<file path="src/rtl/lock_supervisor.sv">
// Acquire/relock sequencer: sweeps for a lock trigger, settles the PIDs, watches the
// error signal while locked and retries a bounded number of times before giving up.
module lock_supervisor #(
  parameter int TW = 32,
  parameter int RW = 4
) (
  input  logic                 clk,
  input  logic                 rstn,
  input  logic                 enable,
  input  logic                 lock_trig,
  input  logic signed [13:0]   err,
  input  logic        [12:0]   err_window,
  input  logic        [TW-1:0] settle_time,
  input  logic        [TW-1:0] unlock_time,
  input  logic        [TW-1:0] trig_timeout,
  input  logic        [RW-1:0] max_retry,
  output logic                 launch_lock,
  output logic                 ramp_enable,
  output logic                 pidA_enable,
  output logic                 pidB_enable,
  output logic                 locked,
  output logic                 failed,
  output logic        [RW-1:0] retry_cnt,
  output logic        [2:0]    state
);

  typedef enum logic [2:0] {
    IDLE   = 3'd0,
    SWEEP  = 3'd1,
    SETTLE = 3'd2,
    LOCKED = 3'd3,
    RETRY  = 3'd4,
    FAIL   = 3'd5
  } state_t;

  state_t        cur;
  state_t        nxt;
  logic [TW-1:0] timer;
  logic [TW-1:0] oob_cnt;
  logic [TW-1:0] timer_inc;
  logic [TW-1:0] oob_next;
  logic [TW-1:0] unlock_thr;
  logic [14:0]   err_ext;
  logic [14:0]   err_abs;
  logic          out_of_window;
  logic          timeout_hit;

  // |err| widened to 15 bits so that -8192 maps to +8192 without saturating
  assign err_ext       = {err[13], err};
  assign err_abs       = err[13] ? ((~err_ext) + 15'd1) : err_ext;
  assign out_of_window = err_abs > {2'b00, err_window};

  assign timer_inc   = (timer == '1) ? timer : timer + TW'(1);
  assign oob_next    = !out_of_window ? '0 :
                       (oob_cnt == '1) ? oob_cnt : oob_cnt + TW'(1);
  assign unlock_thr  = (unlock_time == '0) ? TW'(1) : unlock_time;
  assign timeout_hit = (trig_timeout != '0) && (timer == trig_timeout - TW'(1));

  always_comb begin
    nxt = cur;
    if (!enable) begin
      nxt = IDLE;
    end else begin
      case (cur)
        IDLE:   nxt = SWEEP;
        SWEEP:  begin
          // A trigger on the timeout cycle still counts as an acquisition
          if (lock_trig)        nxt = SETTLE;
          else if (timeout_hit) nxt = RETRY;
        end
        SETTLE: if (timer >= settle_time) nxt = LOCKED;
        LOCKED: if (oob_next >= unlock_thr) nxt = RETRY;
        RETRY:  nxt = (retry_cnt >= max_retry) ? FAIL : SWEEP;
        FAIL:   nxt = FAIL;
        default: nxt = IDLE;
      endcase
    end
  end

  always_ff @(posedge clk or negedge rstn) begin
    if (!rstn) begin
      cur         <= IDLE;
      timer       <= '0;
      oob_cnt     <= '0;
      retry_cnt   <= '0;
      launch_lock <= 1'b0;
      ramp_enable <= 1'b0;
      pidA_enable <= 1'b0;
      pidB_enable <= 1'b0;
      locked      <= 1'b0;
      failed      <= 1'b0;
    end else begin
      cur <= nxt;

      if (nxt != cur) begin
        timer   <= '0;
        oob_cnt <= '0;
      end else begin
        timer   <= timer_inc;
        oob_cnt <= (cur == LOCKED) ? oob_next : '0;
      end

      // Retries accumulate across successful locks; only a return to IDLE clears them
      if (cur == IDLE || nxt == IDLE) begin
        retry_cnt <= '0;
      end else if (cur == RETRY && nxt == SWEEP && retry_cnt != '1) begin
        retry_cnt <= retry_cnt + RW'(1);
      end

      launch_lock <= 1'b0;
      ramp_enable <= 1'b0;
      pidA_enable <= 1'b0;
      pidB_enable <= 1'b0;
      locked      <= 1'b0;
      failed      <= 1'b0;
      case (cur)
        SWEEP: begin
          launch_lock <= 1'b1;
          ramp_enable <= 1'b1;
        end
        SETTLE: begin
          pidA_enable <= 1'b1;
          pidB_enable <= 1'b1;
        end
        LOCKED: begin
          pidA_enable <= 1'b1;
          pidB_enable <= 1'b1;
          locked      <= 1'b1;
        end
        FAIL:    failed <= 1'b1;
        default: ;
      endcase
    end
  end

  assign state = cur;

endmodule
</file>
<file path="config.mk">
export PLATFORM = sky130hd
export DESIGN_NAME = lock_supervisor
export DESIGN_NICKNAME = d
export VERILOG_FILES = /design/src/rtl/lock_supervisor.sv
export SDC_FILE = /design/constraint.sdc
export NUM_CORES = 1
export LEC_CHECK = 0
export CAP_MARGIN = 0
export CORE_ASPECT_RATIO = 2
export CORE_UTILIZATION = 33
export CTS_BUF_LIST = sky130_fd_sc_hd__clkbuf_8
export DETAILED_ROUTE_END_ITERATION = 7
export PLACE_DENSITY = 0.61
export SLEW_MARGIN = 15
export SYNTH_ARGS = -nofsm -noshare
export SYNTH_HDL_FRONTEND = slang
export SYNTH_SLANG_ARGS = --single-unit
</file>
<file path="constraint.sdc">
create_clock -name clk -period 5.14 [get_ports clk]
set_clock_uncertainty 0.15 [all_clocks]
set_input_delay 1.542 -clock clk [delete_from_list [all_inputs] [get_ports clk]]
set_output_delay 1.542 -clock clk [all_outputs]
set_load 0.02 [all_outputs]
</file>
Yosys cells after proc, flatten, opt, wreduce, memory -nomap -nowiden
Cells that the tools add are included.

Flip-flop bits (word level): 75. Bits of input ports: 131. Output and inout port bits: 13. Word-level logic and storage cells: 61.

Add/sub/neg operators: 5. $lt $le $gt $ge: 4. Equal/unequal tests: 12. Muxes and demuxes: 21. Bitwise gates (word level): 1. Reductions and logical operators: 10.

Operators by type and width (count): $mux 32 (7); $add 32x1->32 const B (2); $eq 32x32->1 const B (2); $ge 32x32->1 (2); $eq 32x32->1 (1); $logic_not 32->1 (1); $reduce_bool 32->1 (1); $sub 32x1->32 const B (1); $mux 3 (6); $pmux 3 s6 (1); $add 15x1->15 const B (1); $gt 15x13->1 (1); $mux 15 (1); $not 15->15 (1); $mux 4 (2); $eq 3x1->1 const B (2); $eq 3x2->1 const B (2); $eq 3x3->1 const B (2); $logic_not 3->1 (2); $add 4x1->4 const B (1); $ge 4x4->1 (1); $mux 1 (4); $ne 4x4->1 const B (1); $logic_and 1x1->1 (3); other kinds (5) (5).

Depth between registers and ports, before layout
Gate-level depths: netlist (run 1).

Depth after elaboration: 14. Mapped depth: 25. Depth with buffers taken out: 23.

Worst setup path before layout (run 1)
Ideal clock, no wire load.

Kind: input to register. From: in err[6]. To: reg timer[10]. Setup time: 0.083 ns. Arrival time: 6.623 ns. Slack: -1.716 ns. Stages: 23. Path through: or4_1 > or4_1 > or2_2 > o21ai_0 > xnor2_1 > ha_1 > nand4_1 > nor3_1 > nand2b_1 > a21oi_1 > nor2_1 > clkbuf_1 > nor2_1 > ha_1 > a211oi_1 > nor2_1 > a2111oi_0 > o21ai_0 > a21o_1 > a311oi_1 > o211ai_1 > clkbuf_1 > nor3_2.

Cells in the longest elaborated chain, start to end: 11.

RTL lines: start, declared (RTL line 11) `input logic signed [13:0] err,`; $not 15->15 (RTL line 50) `assign err_abs = err[13] ? ((~err_ext) + 15'd1) : err_ext;`; $add 15x1->15 (RTL line 50); $mux 15 (*) (RTL line 50); $gt 15x13->1 (*) (RTL line 51) `assign out_of_window = err_abs > {2'b00, err_window};`; $mux 32 (*) (RTL line 54) `assign oob_next = !out_of_window ? '0 :`; $ge 32x32->1 (*) (RTL line 72) `LOCKED: if (oob_next >= unlock_thr) nxt = RETRY;`; $mux 3 (*) (RTL line 72); $pmux 3 s6 (*) (RTL line 64) `case (cur)`; $mux 3 (*) (RTL line 61) `if (!enable) begin`; $ne 3x3->1 (*) (RTL line 95) `if (nxt != cur) begin`; $ne 2x1->1 (no line) or $mux 32 (tied branches); end signal, assigned (RTL line 99) `timer <= timer_inc;`; end, declared (RTL line 38) `logic [TW-1:0] timer;`.

Every way passes the cells marked *; elsewhere a longest branch is shown, timed or not. A chain may end at the register's enable or synchronous reset.

Worst setup path in the final report (run 1)
From: in err[4]. To: reg timer[2].

The elaborated chain is that of the path after synthesis.

==> results.md, run 1 <==
| Parameter | Value |
|:---|:---|
| Mean routed wirelength per cell | 19.0 um |
| Synth Net Count | 1175 |
| Sum of net half-perimeters after detailed placement | 21400 um |
| WL final | 28100 um |
| Total die area | 0.0239 sq mm |
| Total of flip-flops plus latches after synthesis | 75 |
| Dominant combinational cell family by area after synthesis | simple AND/OR/NAND/NOR gates |
| Final period util | 128% |
| EDFF count, synth | 0 |
| Status | finished, violations left |
| IR Drop Worst-Case VDD | 0.000153 V |
| Sequential-to-total area share from yosys stat | 24.4% |
| DR pass1 iterations | 4 |
| Total DRC errors in the routed layout | 0 |
| Number of max-cap violations | 0 |
| Type of element capturing the critical path | flip-flop |
| Unrepaired setup endpoints after global routing | true |
| Async SR Flop Fraction | 100% |
| Most common cell after layout, fill and taps aside | sky130_fd_sc_hd__clkdlybuf4s50_1 |
| Io pins | 144 |
| Die boundary height | 218 um |
| Chip width | 110 um |
| Req. time, crit path | 5.26 ns |
| Post-synthesis adder-cell area fraction | 14.0% |
| Antenna Violating Nets Remaining | 0 |
| CTS Buf Count | 9 |
| Most used cells in the layout excluding fill and tap cells | sky130_fd_sc_hd__clkdlybuf4s50_1, sky130_fd_sc_hd__inv_1, sky130_fd_sc_hd__buf_4 |
| Class of the tightest hold or removal check | reg2reg |
| Share of synthesized cell area in and, or, nand and nor gates | 29.6% |
| Fin crit period | 6.59 ns |
| Routability Congestion | 0.955 |
| Register area | 0.00188 sq mm |
| Share of the synthesized netlist area taken by xor and xnor gates | 12.5% |
| Remaining max-slew budget at the tightest pin | 34.2% |
| Final hold vios | 0 |
| Number of antenna violations at the first check in global routing | 0 |
| Data arrival, critical path | 6.71 ns |
| Number of core rows | 78 |
| Synth cell types | 61 |
| Slack of the critical path | -1.45 ns |
| Avg Vias per Cell | 5.42 |
| TritonCTS clock tree | done |
| Worst Setup Slack post-DPL | -2.07 ns |
| Setup TNS | -92.07 ns |
| Port Buffer Count | 143 |
| Total power | 1720 uW |
| Share of cells above drive strength 1 | 24.1% |
| Flip-flop cell with the highest count after synthesis | sky130_fd_sc_hd__dfrtp_1 |
| Number of nets in the final layout | 1413 |
| Critical path start-end classification | in2reg |
| Number of vias in the routed layout | 8023 |
| Aggregate global-route resource usage | 23.0% |
| Number of sinks driven by the clock tree | 75 |
| Static leakage | 0.00480 uW |
| Initial Util | 33.8% |
| Power Dens Cells | 150 mW/mm^2 |
| Maximum buffer depth of the clock tree | 2 |
| Post-synthesis compound-gate area fraction | 11.8% |
| Clk Tree Root Cell | sky130_fd_sc_hd__clkbuf_8 |
| Post-Syn Area per Cell | 8.02 sq um |
| Synthesized instance count | 958 |
| Leftover overflow at the end of global routing | 0 |
| Count of pins over their slew limit | 0 |
| Core area | 0.0227 sq mm |
| Synthesis Warnings | 0 |
| Maximum number of pins on one net before global-route repair | 76 |
| Final core utilization | 50.5% |
| Clk pin slew, worst setup/hold paths | 0.08 ns |
| Syn Std Cell Area | 0.00768 sq mm |
| Violation count after the first detailed-routing iteration | 324 |
| Area Growth Syn to Fin | 49.5% |
| Insertion delay of the later-clocked pin in the worst-skew pair | 0.37 ns |
| Mux share of post-synthesis cell area | 0.782% |
| Global-route wire length before repair | 41300 um |
| Maximum operating frequency | 0.152 GHz |
| Vias in the first global route | 8216 |
| Critical Path Start Type | input port |
| Worst-path fanout max | 8 |
| Number of fillers in the final layout | 2159 |
| Area of the multi-input gates | 0.00606 sq mm |
| Number of inserted diodes | 0 |
| Violations in the final reports | setup timing |
| CTS HTree Levels | 3 |
| Final number of setup-violating endpoints | 67 |
| Min Hold Slack | 0.432 ns |
| Least-Margin Pin Slew | 0.984 ns |
-- timing repair --
item                       CTS  global route
hold buffers                 0             0
setup endpoints to repair   67            67
setup buffers               10            12
gates resized for setup     79            95
cloned                       5             3
pin swaps                   35            45
hold endpoints to repair     0             0
-- critical path, stage by stage --
cell                        delay [ns]
sky130_fd_sc_hd__buf_6            0.09
sky130_fd_sc_hd__or4_4            0.53
sky130_fd_sc_hd__or4_4            0.50
sky130_fd_sc_hd__or2_4            0.27
sky130_fd_sc_hd__o21ai_2          0.12
sky130_fd_sc_hd__xnor2_1          0.09
sky130_fd_sc_hd__ha_1             0.30
sky130_fd_sc_hd__nand4_1          0.13
sky130_fd_sc_hd__nor3_4           0.23
sky130_fd_sc_hd__nand2b_4         0.17
sky130_fd_sc_hd__a21oi_4          0.04
sky130_fd_sc_hd__nor2_4           0.16
sky130_fd_sc_hd__buf_12           0.14
sky130_fd_sc_hd__buf_12           0.12
sky130_fd_sc_hd__nor2_4           0.04
sky130_fd_sc_hd__ha_4             0.25
sky130_fd_sc_hd__a21oi_4          0.14
sky130_fd_sc_hd__nand2_2          0.11
sky130_fd_sc_hd__a2111oi_4        0.44
sky130_fd_sc_hd__o21ai_1          0.15
sky130_fd_sc_hd__a21o_2           0.29
sky130_fd_sc_hd__a311oi_2         0.25
sky130_fd_sc_hd__o211ai_1         0.14
sky130_fd_sc_hd__buf_6            0.19
sky130_fd_sc_hd__nor4_4           0.26
-- cell type report --
cell class | count | area share [%]
Clock buffer | 9 | 1.08
Sequential cell | 75 | 16.3
Multi-Input combinational cell | 754 | 52.7
Inverter | 98 | 3.20
Clock inverter | 7 | 0.861
Timing Repair Buffer | 258 | 22.7
Tap cell | 280 | 3.05
-- state kept, by name (all words and copies together), names as in the netlist --
| register | flops |
|---|---|
| failed | 1 |
| locked | 1 |
| oob_cnt | 32 |
| pidB_enable | 1 |
| ramp_enable | 1 |
| retry_cnt | 4 |
| state | 3 |
| timer | 32 |
-- power by group --
| part | switching [uW] | internal [uW] |
|---|---|---|
| Clock | 248 | 277 |
| Sequential | 17.7 | 598 |
| Combinational | 269 | 314 |
| Total | 536 | 1190 |
-- cells by family after synthesis --
| logic type | count (synthesis) |
|---|---|
| simple gates | 411 |
| compound gates | 141 |
| buf+inv | 129 |
| xor+xnor | 110 |
| fa+ha+maj | 86 |
| flops | 75 |
| mux | 6 |
-- worst paths after layout --
path                       depth (start not counted)     endpoint  slack, ns         from
max reg2reg                                       17     timer[2]       0.04   oob_cnt[9]
min in group asynchronous                          1    timer[14]       1.16         rstn
max in group asynchronous                          1    timer[26]       3.01         rstn
min                                                2  oob_cnt[11]       0.43  oob_cnt[11]
max                                               25     timer[2]      -1.45       err[4]
min reg2reg                                        2  oob_cnt[11]       0.43  oob_cnt[11]
-- synth_stat cells (20+ instances only) --
cell                       count  area share [%]
sky130_fd_sc_hd__o21ai_0      37             2.4
sky130_fd_sc_hd__xor2_1       57             6.5
sky130_fd_sc_hd__nor4_1       20             1.6
sky130_fd_sc_hd__nand3_1      36             2.3
sky130_fd_sc_hd__nor3_1       37             2.4
sky130_fd_sc_hd__nor3_2       20             2.6
sky130_fd_sc_hd__nand2_1      61             3.0
sky130_fd_sc_hd__a21oi_1      35             2.3
sky130_fd_sc_hd__dfrtp_1      75              24
sky130_fd_sc_hd__clkbuf_1     22             1.1
sky130_fd_sc_hd__nor2_1      111             5.4
sky130_fd_sc_hd__inv_1        98             4.8
sky130_fd_sc_hd__xnor2_1      53             6.0
sky130_fd_sc_hd__ha_1         86              14
sky130_fd_sc_hd__nand4_1      34             2.8
-- layer usage --
layer,global-route usage [%],vias to the layer above,routed length [um]
met1,19.4,3799,8850
li1,-,3869,-
met5,0,-,0
met2,46.4,271,16000
met3,3.11,84,1180
met4,16.1,0,2080
-- per-stage QoR --
step	instances	cell area, sq um
2_1_floorplan	958	7870
4_1_cts	1466	10900
6_report	1481	11500
5_1_grt	1481	11500
3_3_place_gp	1435	10100
3_5_place_dp	1435	10100
Note: power is estimated with default switching activity, not from simulation.
==> run 2: changes to the inputs <==
Settings changed: CAP_MARGIN 0 to 10.
==> results of run 2 <==
Same layout as run 1: the final DEF is identical, and so are final timing and power.
